===== config.mk =====
export PLATFORM = sky130hd
export DESIGN_NAME = qupls4_fpu_wb_buffer
export DESIGN_NICKNAME = d
export VERILOG_FILES = /design/src/rtl/qupls4_fpu_wb_buffer.sv
export SDC_FILE = /design/constraint.sdc
export NUM_CORES = 1
export LEC_CHECK = 0
export BUFFER_PORTS_ARGS = -buffer_cell sky130_fd_sc_hd__buf_4
export CORE_ASPECT_RATIO = 0.7
export CORE_MARGIN = 4
export CORE_UTILIZATION = 62
export DETAILED_ROUTE_END_ITERATION = 8
export MAX_ROUTING_LAYER = met4
export PLACE_DENSITY = 0.84
export SLEW_MARGIN = 20
export SYNTH_ARGS = -nofsm -noshare
export SYNTH_HDL_FRONTEND = slang
export SYNTH_SLANG_ARGS = --single-unit
export TNS_END_PERCENT = 50

===== constraint.sdc =====
create_clock -name clk -period 24.3 [get_ports clk]
set_input_delay 4.86 -clock clk [delete_from_list [all_inputs] [get_ports clk]]
set_output_delay 4.86 -clock clk [all_outputs]
set_load 0.05 [all_outputs]

===== src/rtl/qupls4_fpu_wb_buffer.sv =====
// Result FIFO between the meta FPU and the register-file writeback bus; drops stomped results.
// Optional same-cycle empty-queue bypass: define QUPLS4_FPU_WB_BYPASS_EN.
module qupls4_fpu_wb_buffer #(
   parameter int WID   = 64,
   parameter int DEPTH = 4,
   parameter int NROB  = 32,
   parameter int RNDXW = 5,
   parameter int AREGW = 8,
   parameter int EXCW  = 8
) (
   input  logic                       clk,
   input  logic                       rst,
   input  logic [NROB-1:0]            stomp,
   input  logic                       in_v,
   input  logic                       in_done,
   input  logic [RNDXW-1:0]           in_rndx,
   input  logic [AREGW-1:0]           in_aRd,
   input  logic [WID-1:0]             in_o,
   input  logic [WID/8:0]             in_we,
   input  logic [EXCW-1:0]            in_exc,
   output logic                       stall_o,
   output logic                       wb_v,
   input  logic                       wb_rdy,
   output logic [RNDXW-1:0]           wb_rndx,
   output logic [AREGW-1:0]           wb_aRd,
   output logic [WID-1:0]             wb_o,
   output logic [WID/8:0]             wb_we,
   output logic [EXCW-1:0]            wb_exc,
   output logic [$clog2(DEPTH):0]     count,
   output logic                       ovf
);

   localparam int AW  = $clog2(DEPTH);
   localparam int WEW = WID/8 + 1;
   localparam logic [AW:0] FULL_X = (AW+1)'(DEPTH);

   typedef struct packed {
      logic [RNDXW-1:0] rndx;
      logic [AREGW-1:0] aRd;
      logic [WID-1:0]   o;
      logic [WEW-1:0]   we;
      logic [EXCW-1:0]  exc;
   } res_t;

   res_t             mem_q [DEPTH];
   logic [DEPTH-1:0] vld_q, vld_d;
   logic [DEPTH-1:0] dead_q, dead_d;
   logic [AW:0]      wr_q, wr_d;
   logic [AW:0]      rd_q, rd_d;
   logic             ovf_q, ovf_d;

   logic [AW-1:0]    wr_idx, rd_idx;
   logic             full, empty;
   res_t             in_res, head, wb_res;
   logic             head_vld, head_stomp, flush, fifo_v, byp;
   logic             push_att, push, pop;
   logic [DEPTH-1:0] push_oh, pop_oh;

   assign wr_idx = wr_q[AW-1:0];
   assign rd_idx = rd_q[AW-1:0];
   assign full   = (wr_q ^ rd_q) == FULL_X;
   assign empty  = (wr_q == rd_q);

   always_comb begin
      in_res      = '0;
      in_res.rndx = in_rndx;
      in_res.aRd  = in_aRd;
      in_res.o    = in_o;
      in_res.we   = in_we;
      in_res.exc  = in_exc;
   end

   // A head that is dead or stomped right now is flushed without waiting for wb_rdy.
   assign head       = mem_q[rd_idx];
   assign head_vld   = ~empty & vld_q[rd_idx];
   assign head_stomp = stomp[head.rndx];
   assign flush      = head_vld & (dead_q[rd_idx] | head_stomp);
   assign fifo_v     = head_vld & ~dead_q[rd_idx] & ~head_stomp;

   assign push_att = in_v & in_done & (|in_we) & ~stomp[in_rndx];

`ifdef QUPLS4_FPU_WB_BYPASS_EN
   assign byp = empty & push_att;
`else
   assign byp = 1'b0;
`endif

   assign wb_v    = fifo_v | byp;
   assign pop     = (fifo_v & wb_rdy) | flush;
   // When full, a push is still taken in the same cycle as a pop frees a slot.
   assign push    = push_att & (~full | pop) & ~(byp & wb_rdy);
   assign stall_o = full & ~pop;

   always_comb begin
      wb_res = '0;
      if (fifo_v)
         wb_res = head;
      else if (byp)
         wb_res = in_res;
   end

   assign wb_rndx = wb_res.rndx;
   assign wb_aRd  = wb_res.aRd;
   assign wb_o    = wb_res.o;
   assign wb_we   = wb_res.we;
   assign wb_exc  = wb_res.exc;

   assign count = wr_q - rd_q;
   assign ovf   = ovf_q;

   assign push_oh = push ? (DEPTH'(1) << wr_idx) : '0;
   assign pop_oh  = pop  ? (DEPTH'(1) << rd_idx) : '0;

   // Push is applied last so a full-queue push/pop to the same slot leaves it live.
   always_comb begin
      vld_d  = vld_q;
      dead_d = dead_q;
      for (int i = 0; i < DEPTH; i++) begin
         if (vld_q[i] && stomp[mem_q[i].rndx])
            dead_d[i] = 1'b1;
         if (pop_oh[i]) begin
            vld_d[i]  = 1'b0;
            dead_d[i] = 1'b0;
         end
         if (push_oh[i]) begin
            vld_d[i]  = 1'b1;
            dead_d[i] = 1'b0;
         end
      end
   end

   always_comb begin
      wr_d  = wr_q + {{AW{1'b0}}, push};
      rd_d  = rd_q + {{AW{1'b0}}, pop};
      ovf_d = ovf_q | (push_att & full & ~pop);
   end

   always_ff @(posedge clk) begin
      if (rst) begin
         wr_q   <= '0;
         rd_q   <= '0;
         vld_q  <= '0;
         dead_q <= '0;
         ovf_q  <= 1'b0;
      end else begin
         wr_q   <= wr_d;
         rd_q   <= rd_d;
         vld_q  <= vld_d;
         dead_q <= dead_d;
         ovf_q  <= ovf_d;
      end
   end

   // Payload storage needs no reset; valid bits gate every read.
   always_ff @(posedge clk) begin
      if (push)
         mem_q[wr_idx] <= in_res;
   end

endmodule

==> results of run 1 <==
==> worst max-delay path, stage by stage <==
cell	delay, ns
buf_4	0.12
mux2i_1	0.11
a22oi_1	0.22
o211ai_1	0.14
nand4_2	0.23
or3b_4	0.70
buf_4	0.73
nor2b_1	0.14
buf_4	0.23
==> how the worst min path moves through the flow <==
stage	start	endpoint	slack [ns]	cells after the start
2_1_floorplan	vld_q[2]	vld_q[2]	0.46	2
3_3_place_gp	vld_q[2]	vld_q[2]	0.49	2
3_5_place_dp	vld_q[2]	vld_q[2]	0.49	2
4_1_cts	vld_q[2]	vld_q[2]	0.50	2
5_1_grt	vld_q[2]	vld_q[2]	0.52	2
6_report	vld_q[2]	vld_q[2]	0.51	2
==> metal layers <==
layer  vias to the layer above  track usage (%)  part of all wire (%)
li1                       3804                -                     -
met1                      4618            39.98                    42
met2                       480            36.70                    46
met3                        52            7.129                    10
met4                         0            4.787                   1.5
met5                         -                -                     0
==> registers in the layout, summed over array words and instances (netlist names) <==
register and flops:
mem_q 376, dead_q 4, vld_q 4, rd_q 3, wr_q 3, ovf 1
==> per-stage QoR <==
stage                     hold slack (ns)  util (%)
after detailed placement           0.4919     70.58
after CTS                          0.5011     75.09
after global placement             0.4908     70.58
after floorplan                    0.4626         -
after global routing               0.5200     75.09
final                              0.5096     75.09
==> Yosys cell counts, types with 2 or more instances <==
cell,instances
buf_12,3
or2_2,4
o311ai_0,2
buf_2,8
o2bb2ai_1,2
a21oi_1,4
nand4_1,2
ha_1,6
o211ai_1,5
and2b_1,2
nand3_1,3
xnor2_1,4
mux4_2,146
o32ai_1,2
nand2b_1,4
dfxtp_1,15
nor2b_4,12
o31a_1,2
mux2i_1,18
nor2b_1,51
buf_6,5
a211oi_1,3
nor2_2,3
o22ai_1,4
nand2_1,2
inv_1,14
clkbuf_1,26
nor2b_2,32
nor2_1,20
o211a_1,2
edfxtp_1,376
mux2_2,4
==> power by group through the flow <==
| stage | sequential [mW] | clock, mW | combinational [mW] |
|---|---|---|---|
| after floorplan | 0.769 | 0 | 0.0471 |
| after global placement | 0.769 | 0 | 0.0849 |
| after detailed placement | 0.769 | 0 | 0.0866 |
| after CTS | 0.755 | 0.577 | 0.0874 |
| after global routing | 0.756 | 0.608 | 0.0933 |
| final | 0.755 | 0.566 | 0.0879 |
==> cell type report <==
| cell class | count | area (sq um) |
|---|---|---|
| clock inverter | 23 | 191.4 |
| clock buffer | 44 | 1015 |
| fill | 1471 | 6654 |
| tap | 364 | 455.4 |
| multi-input combinational | 352 | 4922 |
| inverter | 14 | 52.55 |
| timing repair buffer | 243 | 1824 |
| sequential | 391 | 11600 |
==> cell families after synthesis <==
group	count (synthesis)	synth area share, %
flip-flops	391	68.97
multiplexers	168	20.91
AND/OR/NAND/NOR	142	6.030
buffers and inverters	59	1.921
AO/OA/AOI/OAI	31	1.400
adder cells (fa/ha/maj)	7	0.5658
XOR/XNOR	4	0.2084
==> summary.txt, run 1 <==
Run status
  – Status: finished clean

Hold path
  – Hold/Removal Path Class: reg2reg

Synthesis
  – EDFF count, synth: 376
  – Proportion of netlist area held by the largest area contributor: 67.18%
  – Post-synth top flop: edfxtp_1
  – Cell taking the most area after synthesis: edfxtp_1
  – Synth Register Bits: 391
  – Top cells by area, synth: edfxtp_1 (67%), mux4_2 (20%), nor2b_1 (1.9%)
  – Area of the mapped netlist: 16810 sq um
  – Post-Syn Nets: 940
  – Sequential share of the synthesized area: 68.97%
  – Synth cell types: 48
  – Fraction of registers with async set/reset: 0%
  – Post-Syn Area per Cell: 20.96 sq um
  – Yosys Warn Count: 0
  – Synthesized instance count: 802

Floorplanning
  – Core outline area: 26710 sq um
  – Core Rows: 50
  – Total die area: 29850 sq um
  – Die W: 204.8 um
  – I/O pin total: 231
  – Chip height: 145.8 um
  – Starting Density: 62.91%

Clocking
  – TritonCTS buffer count: 37
  – Worst-Skew Late Latency: 0.52 ns
  – CTS Root Cell: clkbuf_16
  – Hold Buf Count CTS: 0
  – Post-CTS setup buffers: 0
  – Clock buffer depth: 3
  – CTS-repair resized insts: 0
  – Clock sinks: 391
  – H-tree depth: 2
  – CTS tree: yes
  – Reg clk slew, reported paths: 0.06 ns

Setup path
  – Worst Path Max Fanout: 52
  – Worst Setup EP: wb_exc[4]
  – Worst EP arrival: 7.52 ns
  – Reg-to-reg startpoint: rd_q[0]
  – CP Class: in2out
  – CP startpoint: stomp[20]
  – CP Capture Type: output port
  – Slack of the worst reg-to-reg path: 19.74 ns
  – Startpoint Class: input pin
  – Reg-to-Reg End: mem_q[0][80]
  – Worst R2R Path Depth: 9
  – Worst path required time: 19.44 ns

Global route
  – First-pass GRT wire length: 57.10 mm
  – GRT Util Overall: 26.11%
  – Vias in the first global route: 9234
  – Initial antenna violation count: 0
  – Largest net degree at the start of global routing: 70
  – Total gr overflow: 0

Placement
  – Cells after DPL: 1364
  – Port Buffers: 230
  – Final HPWL DP: 23.76 mm
  – Post-Place Worst Slack: 11.87 ns
  – Placed instance area: 18850 sq um
  – Final Wtd Congestion: 0.9087

Layout
  – Nets: 1177
  – Antenna diodes: 0
  – Layout cells sized above 1: 47.61%
  – Most frequent cells in the layout: edfxtp_1 (376), buf_4 (243), mux4_2 (146)
  – Fin cells: 1431
  – Area growth from synthesis to layout: 19.36%
  – Post-route cell area: 20060 sq um
  – Most common cell after layout, fill and taps aside: edfxtp_1

Detailed routing
  – Via count: 8954
  – Pre-antenna DRT Iters: 5
  – Vias per cell: 6.257
  – Routed wire length: 37.22 mm
  – Initial DRC Count: 922
  – Post-route ant nets: 0
  – DRC viols: 0
  – Per-cell routed wire length: 26.01 um

STA
  – Slew @ Worst Pin: 1.010 ns
  – Finish-stage setup viols: 0
  – Tmin final: 12.38 ns
  – Worst Skew: 0.01680 ns
  – Slew headroom: 32.65%
  – Final Worst Setup Slack: 11.92 ns
  – Max frequency: 0.08080 GHz
  – RSZ-0062 raised after global routing: no
  – Setup TNS: 0 ns
  – Period utilization: 50.93%
  – Endpoints failing hold: 0
  – Pins Over Slew Limit: 0

Power
  – Switching Share: 20.22%
  – Clock power share: 40.2%
  – Power Internal: 1.124 mW
  – Final Power: 1.409 mW
  – Max rail drop VDD: 0.07108 mV
  – Pwr/cell area: 70.26 nW/um^2
  – Share of power burned in registers: 53.6%
  – Combinational group share of total power: 6.2%
  – Leakage: 6.801 nW
  – Sw Pwr: 0.2850 mW

Run
  – MaxCap Viol Count: 0
Note: power is estimated with default switching activity, not from simulation.
==> inputs of run 2 (changes only) <==
--- a/config.mk
+++ b/config.mk
@@ -8,10 +8,10 @@
 export BUFFER_PORTS_ARGS = -buffer_cell sky130_fd_sc_hd__buf_4
 export CORE_ASPECT_RATIO = 0.7
 export CORE_MARGIN = 4
-export CORE_UTILIZATION = 62
+export CORE_UTILIZATION = 58
 export DETAILED_ROUTE_END_ITERATION = 8
 export MAX_ROUTING_LAYER = met4
-export PLACE_DENSITY = 0.84
+export PLACE_DENSITY = 0.79
 export SLEW_MARGIN = 20
 export SYNTH_ARGS = -nofsm -noshare
 export SYNTH_HDL_FRONTEND = slang
==> constraint.sdc (replaced) <==
create_clock -name clk -period 12.5 [get_ports clk]
set_input_delay 2.5 -clock clk [delete_from_list [all_inputs] [get_ports clk]]
set_output_delay 2.5 -clock clk [all_outputs]
set_load 0.05 [all_outputs]
==> run 2 against run 1 <==
Non-clock buffer count grew 1. Die area rose by 6.6%. Critical path depth is the same. Total power grew 96%. Core utilization down 3.7 points. Wire length fell by 1.2%. Combinational power up 95%. Via count decreased by 2.2%. Count of clock-buffer cells in the layout is 1 lower. Worst setup slack worse by 7.3 ns. Sequential power is 95% higher. Critical endpoint is now wb_o[15].
==> summary.txt, run 2 (same netlist as run 1, synthesis figures left out) <==
Run status
  – Status: finished clean

Detailed routing
  – Pre-antenna DRT Iters: 4 (-1)
  – Initial DRC Count: 725 (-21%)
  – Routed wire length: 36.77 mm (-1.2%)
  – Via count: 8758 (-2.2%)
  – Per-cell routed wire length: 25.55 um (-1.8%)
  – Vias per cell: 6.086 (-2.7%)
  – Post-route ant nets: 0 (unchanged)
  – DRC viols: 0 (unchanged)

Layout
  – Most frequent cells in the layout: edfxtp_1 (376), buf_4 (244), mux4_2 (146)
  – Largest regs: mem_q x376, dead_q x4, vld_q x4
  – Fillers: 1706 (+16%)
  – Area growth from synthesis to layout: 19.51%
  – Nets: 1177 (unchanged)
  – Layout cells sized above 1: 47.42% (-0.19 points)
  – Largest register FFs: 376 (unchanged)
  – Largest register by flop count: mem_q
  – Post-route cell area: 20090 sq um (+0.13%)
  – Most common cell after layout, fill and taps aside: edfxtp_1

Setup path
  – Worst path required time: 10.00 ns (-9.44 ns)
  – CP most frequent cell: buf_4
  – Crit path buffers/inverters: 3 (unchanged)
  – Worst Path Max Fanout: 52 (unchanged)
  – CP Class: in2out
  – Startpoint Class: input pin
  – CP Capture Type: output port
  – Worst EP arrival: 5.40 ns (-2.12 ns)
  – CP max-delay cell: buf_4
  – WP depth: 9 (unchanged)
  – Worst path cell trace: buf_4 -> mux2i_1 -> a22oi_1 -> o211ai_1 -> nand4_2 -> or3b_4 -> buf_4 -> and2b_1 -> buf_4
  – CP peak stage delay: 0.75 ns (+0.02 ns)
  – Worst R2R Path Depth: 9 (unchanged)
  – Top Family by Delay on Critical Path: simple AND/OR/NAND/NOR gates

Clocking
  – Reg clk slew, reported paths: 0.06 ns (about the same)
  – H-tree depth: 2 (unchanged)
  – CTS-repair resized insts: 0 (unchanged)
  – Worst-Skew Late Latency: 0.54 ns (+0.02 ns)
  – CTS tree: yes
  – CTS Root Cell: clkbuf_16
  – Hold Buf Count CTS: 0 (unchanged)
  – Post-CTS setup buffers: 0 (unchanged)
  – TritonCTS buffer count: 36 (-2.7%)
  – Clock buffer depth: 3 (unchanged)
  – Clock sinks: 391 (unchanged)

STA
  – Max frequency: 0.1266 GHz
  – Setup TNS: 0 ns (unchanged)
  – Endpoints failing hold: 0 (unchanged)
  – Tmin final: 7.898 ns
  – Slew @ Worst Pin: 0.8659 ns (-0.1444 ns)
  – Pins Over Slew Limit: 0 (unchanged)
  – Period utilization: 63.19%
  – Finish-stage setup viols: 0 (unchanged)
  – RSZ-0062 raised after global routing: no
  – Worst Skew: 0.02149 ns (+0.004691 ns)
  – Slew headroom: 42.02% (+9.4 points)

Global route
  – First-pass GRT wire length: 56.16 mm (-1.7%)
  – Total gr overflow: 0 (unchanged)
  – Initial antenna violation count: 1 (+1)
  – GRT Util Overall: 24.31% (-1.8 points)
  – Vias in the first global route: 9008 (-2.4%)
  – Largest net degree at the start of global routing: 56 (-20%)

Power
  – Pwr/cell area: 137.6 nW/um^2 (+96%)
  – Share of power burned in registers: 53.1% (-0.5 points)
  – Leakage: 6.806 nW (about the same)
  – Switching Share: 20.30% (+0.076 points)
  – Final Power: 2.763 mW (+96%)
  – Max rail drop VDD: 0.1221 mV (+72%)
  – Sw Pwr: 0.5608 mW (+97%)
  – Power Internal: 2.203 mW (+96%)
  – Clock power share: 40.7% (+0.5 points)
  – Combinational group share of total power: 6.2% (about the same)

Floorplanning
  – Chip height: 150.4 um (+3.2%)
  – Core Rows: 51 (+2.0%)
  – Total die area: 31810 sq um (+6.6%)
  – Starting Density: 59.72% (-3.2 points)
  – Core outline area: 28140 sq um (+5.3%)
  – I/O pin total: 231 (unchanged)
  – Die W: 211.5 um (+3.3%)

Hold path
  – Hold/Removal Path Class: reg2reg
  – Hold Path Cell Cnt: 2 (unchanged)

Placement
  – Port Buffers: 230 (unchanged)
  – Final HPWL DP: 23.99 mm (+0.97%)
  – Placed instance area: 18870 sq um (about the same)
  – Final Wtd Congestion: 0.9830 (+8.2%)

Run
  – MaxCap Viol Count: 0 (unchanged)
[run 2: cell types whose count changed in the layout (fill, tap and decap cells not counted)]
cell / change
clkinv_1: +1
clkbuf_1: +1
clkbuf_16: -2
diode_2: +1
buf_4: +1
inv_6: +2
clkinvlp_4: -1
clkinv_2: -4
bufinv_16: +2
[run 2: final cells by class]
cell class / instances / area [sq um] / area share, %
flip-flops and latches: 391 / 11600 / 57.75
multi-input cells: 352 / 4922 / 24.51
repair buffers: 244 / 1832 / 9.120
clock buffers: 43 / 968.4 / 4.822
well taps: 371 / 464.2 / 2.311
clock inverters: 23 / 245.2 / 1.221
inverters: 14 / 52.55 / 0.2616
diodes: 1 / 2.502 / 0.01246
[run 2: path summary, 6_finish.rpt]
kind,startpoint,end,slack [ns]
setup / recovery,stomp[16],wb_o[15],4.60
hold / removal,ovf,ovf,0.48
hold reg to reg,ovf,ovf,0.48
setup reg to reg,rd_q[1],mem_q[3][28],7.16
[run 2: stage by stage]
step	worst slack [ns]	utilization, %	cells	hold slack, ns
after floorplan	3.470	-	802	0.4626
after global placement	4.694	67.05	1372	0.4672
after detailed placement	4.632	67.05	1372	0.4728
after CTS	4.625	71.37	1438	0.4873
after global routing	4.476	71.38	1439	0.5239
final	4.602	71.38	1439	0.4778
[run 2: power groups by stage]
stage / sequential [mW] / combinational, mW / clock, mW
floorplan: 1.49 / 0.0915 / 0
global route: 1.47 / 0.183 / 1.21
global placement: 1.50 / 0.166 / 0
detailed placement: 1.50 / 0.169 / 0
CTS: 1.47 / 0.170 / 1.15
finish: 1.47 / 0.171 / 1.12
[run 2: routing by layer]
metal | part of all wire (%) | wire, um | up-vias | GRT usage, %
met2 | 46 | 16750 | 411 | 33.89
met3 | 11 | 4038 | 50 | 8.602
met4 | 1.7 | 630 | 0 | 5.504
met1 | 42 | 15350 | 4505 | 35.34
met5 | 0 | 0 | - | -
li1 | - | - | 3792 | -
[run 2: worst register-to-register path, stage by stage (launching register included)]
cell and delay, ns:
dfxtp_4 0.89, mux4_2 0.82, inv_1 0.24, mux2i_1 0.36, o211ai_1 0.14, nand4_2 0.24, o211ai_1 0.39, nor2_4 0.64
buf_4 0.46, buf_4 0.72
==> inputs of run 3 (changes only) <==
--- a/config.mk
+++ b/config.mk
@@ -8,10 +8,10 @@
 export BUFFER_PORTS_ARGS = -buffer_cell sky130_fd_sc_hd__buf_4
 export CORE_ASPECT_RATIO = 0.7
 export CORE_MARGIN = 4
-export CORE_UTILIZATION = 58
+export CORE_UTILIZATION = 52
 export DETAILED_ROUTE_END_ITERATION = 8
 export MAX_ROUTING_LAYER = met4
-export PLACE_DENSITY = 0.79
+export PLACE_DENSITY = 0.75
 export SLEW_MARGIN = 20
 export SYNTH_ARGS = -nofsm -noshare
 export SYNTH_HDL_FRONTEND = slang
==> constraint.sdc (replaced) <==
create_clock -name clk -period 6.7 [get_ports clk]
set_input_delay 1.34 -clock clk [delete_from_list [all_inputs] [get_ports clk]]
set_output_delay 1.34 -clock clk [all_outputs]
set_load 0.05 [all_outputs]
==> run 3 against run 2 <==
Global-route usage shrank 3.3 points. Register-to-register slack got worse by 4.6 ns. Combinational power up 88%. Total power increased by 78%. Die area rose by 11%. Hold slack improved by 0.024 ns. First-iteration DRC count up 32%. Count of clock-buffer cells in the layout rose by 4. Core utilization fell by 7.7 points. Sequential power up 86%. Non-clock buffer count increased by 5. Clock skew about the same. Critical endpoint is now wb_we[3]. Highest routed layer unchanged.
==> summary.txt, run 3 (same netlist as run 1, synthesis figures left out) <==
Run status
  – Status: finished clean

Clocking
  – CTS Root Cell: clkbuf_16
  – Reg clk slew, reported paths: 0.06 ns (about the same)
  – Clock buffer depth: 3 (unchanged)
  – Hold Buf Count CTS: 0 (unchanged)
  – Clock sinks: 391 (unchanged)
  – H-tree depth: 2 (unchanged)
  – Worst-Skew Late Latency: 0.52 ns (-0.02 ns)
  – Post-CTS setup buffers: 0 (unchanged)
  – TritonCTS buffer count: 36 (unchanged)
  – CTS-repair resized insts: 0 (unchanged)
  – CTS tree: yes

Power
  – Leakage: 6.755 nW (-0.74%)
  – Pwr/cell area: 245.8 nW/um^2 (+79%)
  – Max rail drop VDD: 0.1873 mV (+53%)
  – Final Power: 4.927 mW (+78%)

STA
  – RSZ-0062 raised after global routing: no
  – Final Worst Setup Slack: 0.7024 ns (-3.899 ns)
  – Period utilization: 89.52%
  – Pins Over Slew Limit: 0 (unchanged)
  – Worst Skew: 0.02116 ns (-0.0003284 ns)
  – Max frequency: 0.1667 GHz
  – Finish-stage setup viols: 0 (unchanged)
  – Slew headroom: 27.20% (-15 points)
  – Slew @ Worst Pin: 1.092 ns (+0.2261 ns)
  – Tmin final: 5.998 ns
  – Endpoints failing hold: 0 (unchanged)

Detailed routing
  – Post-route ant nets: 0 (unchanged)
  – Vias per cell: 5.885 (-3.3%)
  – Initial DRC Count: 955 (+32%)
  – Pre-antenna DRT Iters: 5 (+1)
  – Via count: 8739 (-0.22%)
  – Per-cell routed wire length: 24.41 um (-4.5%)
  – Routed wire length: 36.26 mm (-1.4%)
  – DRC viols: 0 (unchanged)

Placement
  – Port Buffers: 230 (unchanged)
  – Final Wtd Congestion: 1.013 (+3.0%)
  – Post-Place Worst Slack: 1.250 ns (-3.382 ns)
  – Placed instance area: 18990 sq um (+0.66%)
  – Cells after DPL: 1426 (+3.9%)
  – Final HPWL DP: 23.51 mm (-2.0%)

Layout
  – Area growth from synthesis to layout: 19.25%
  – Largest register by flop count: mem_q
  – Most frequent cells in the layout: edfxtp_1 (376), buf_4 (247), mux4_2 (146)
  – Largest register FFs: 376 (unchanged)
  – Most common cell after layout, fill and taps aside: edfxtp_1
  – Final core occ: 63.65% (-7.7 points)
  – Layout cells sized above 1: 46.90% (-0.52 points)
  – Largest regs: mem_q x376, dead_q x4, vld_q x4
  – Fin cells: 1485 (+3.2%)
  – Post-route cell area: 20040 sq um (-0.22%)
  – Fillers: 2208 (+29%)
  – Nets: 1182 (+0.42%)

Setup path
  – Worst EP arrival: 4.66 ns (-0.74 ns)
  – Worst Path Max Fanout: 51 (-1.9%)
  – Worst R2R Path Depth: 6 (-3)
  – CP Capture Type: output port
  – Reg-to-Reg End: mem_q[0][19]
  – Reg-to-reg startpoint: rd_q[0]
  – Slack of the worst reg-to-reg path: 2.61 ns (-4.55 ns)
  – CP Class: reg2out
  – Startpoint Class: flip-flop
  – Worst path required time: 5.36 ns (-4.64 ns)

Floorplanning
  – Core outline area: 31490 sq um (+12%)
  – Total die area: 35310 sq um (+11%)
  – Starting Density: 53.38% (-6.3 points)
  – Core Rows: 54 (+5.9%)
  – I/O pin total: 231 (unchanged)
  – Die W: 222.9 um (+5.4%)
  – Chip height: 158.4 um (+5.3%)

Global route
  – Most Crowded Layer GR: met2
  – GRT Util Overall: 21.02% (-3.3 points)
  – Largest net degree at the start of global routing: 60 (+7.1%)
  – First-pass GRT wire length: 54.58 mm (-2.8%)
  – Initial antenna violation count: 1 (unchanged)
  – Grt met3 use: 6.358% (-2.2 points)
  – Grt met1 use: 30.34% (-5.0 points)
  – Global routing usage on met2: 30.48% (-3.4 points)
  – Vias in the first global route: 8830 (-2.0%)
  – Total gr overflow: 0 (unchanged)

Run
  – MaxCap Viol Count: 0 (unchanged)

Hold path
  – Hold Path Cell Cnt: 2 (unchanged)
  – Hold/Removal Path Class: reg2reg
  – WHS Endpoint: vld_q[2]
  – Hold path start: vld_q[2]
-- run 3: layout make-up --
type,count,area (sq um),share of cell area (%)
tap,420,525.5,2.622
inverter,14,52.55,0.2622
clock inverter,11,72.57,0.3621
sequential,391,11600,57.87
multi-input combinational,352,4922,24.56
antenna,1,2.502,0.01249
timing repair buffer,249,1894,9.452
clock buffer,47,973.4,4.857
-- run 3: through the flow --
| step | TNS, ns | hold slack (ns) |
|---|---|---|
| floorplan | -439.86 | 0.4626 |
| global placement | 0 | 0.4848 |
| detailed placement | 0 | 0.4870 |
| CTS | 0 | 0.4955 |
| global route | 0 | 0.5275 |
| finish | 0 | 0.5014 |
-- run 3: power breakdown --
part           total [mW]  switching (mW)  internal (mW)
combinational       0.322           0.164          0.158
clock                1.87           0.816           1.05
sequential           2.73          0.0125           2.72
-- run 3: worst max-delay path by stage --
stage / slack (ns) / cells after the start / endpoint / from
2_1_floorplan: -1.17 / 8 / mem_q[0][0] / in_rndx[0]
3_3_place_gp: 1.21 / 9 / wb_we[3] / rd_q[0]
3_5_place_dp: 1.25 / 9 / wb_we[3] / rd_q[0]
4_1_cts: 0.69 / 9 / wb_we[3] / rd_q[0]
5_1_grt: 0.49 / 9 / wb_we[3] / rd_q[0]
6_report: 0.70 / 9 / wb_we[3] / rd_q[0]
-- run 3: critical path, stage by stage, from the launching register on --
cell and delay (ns):
dfxtp_4 0.76, mux4_2 0.72, nor2b_1 0.36, a22oi_1 0.17
o211ai_1 0.15, nand4_2 0.24, or3b_4 0.80, buf_12 0.36
nor2b_1 0.26, buf_4 0.25
-- run 3: per-layer routing --
| metal | vias to the layer above | wire [um] |
|---|---|---|
| met4 | 0 | 641 |
| met2 | 356 | 16820 |
| met5 | - | 0 |
| met3 | 59 | 3304 |
| met1 | 4527 | 15490 |
| li1 | 3797 | - |
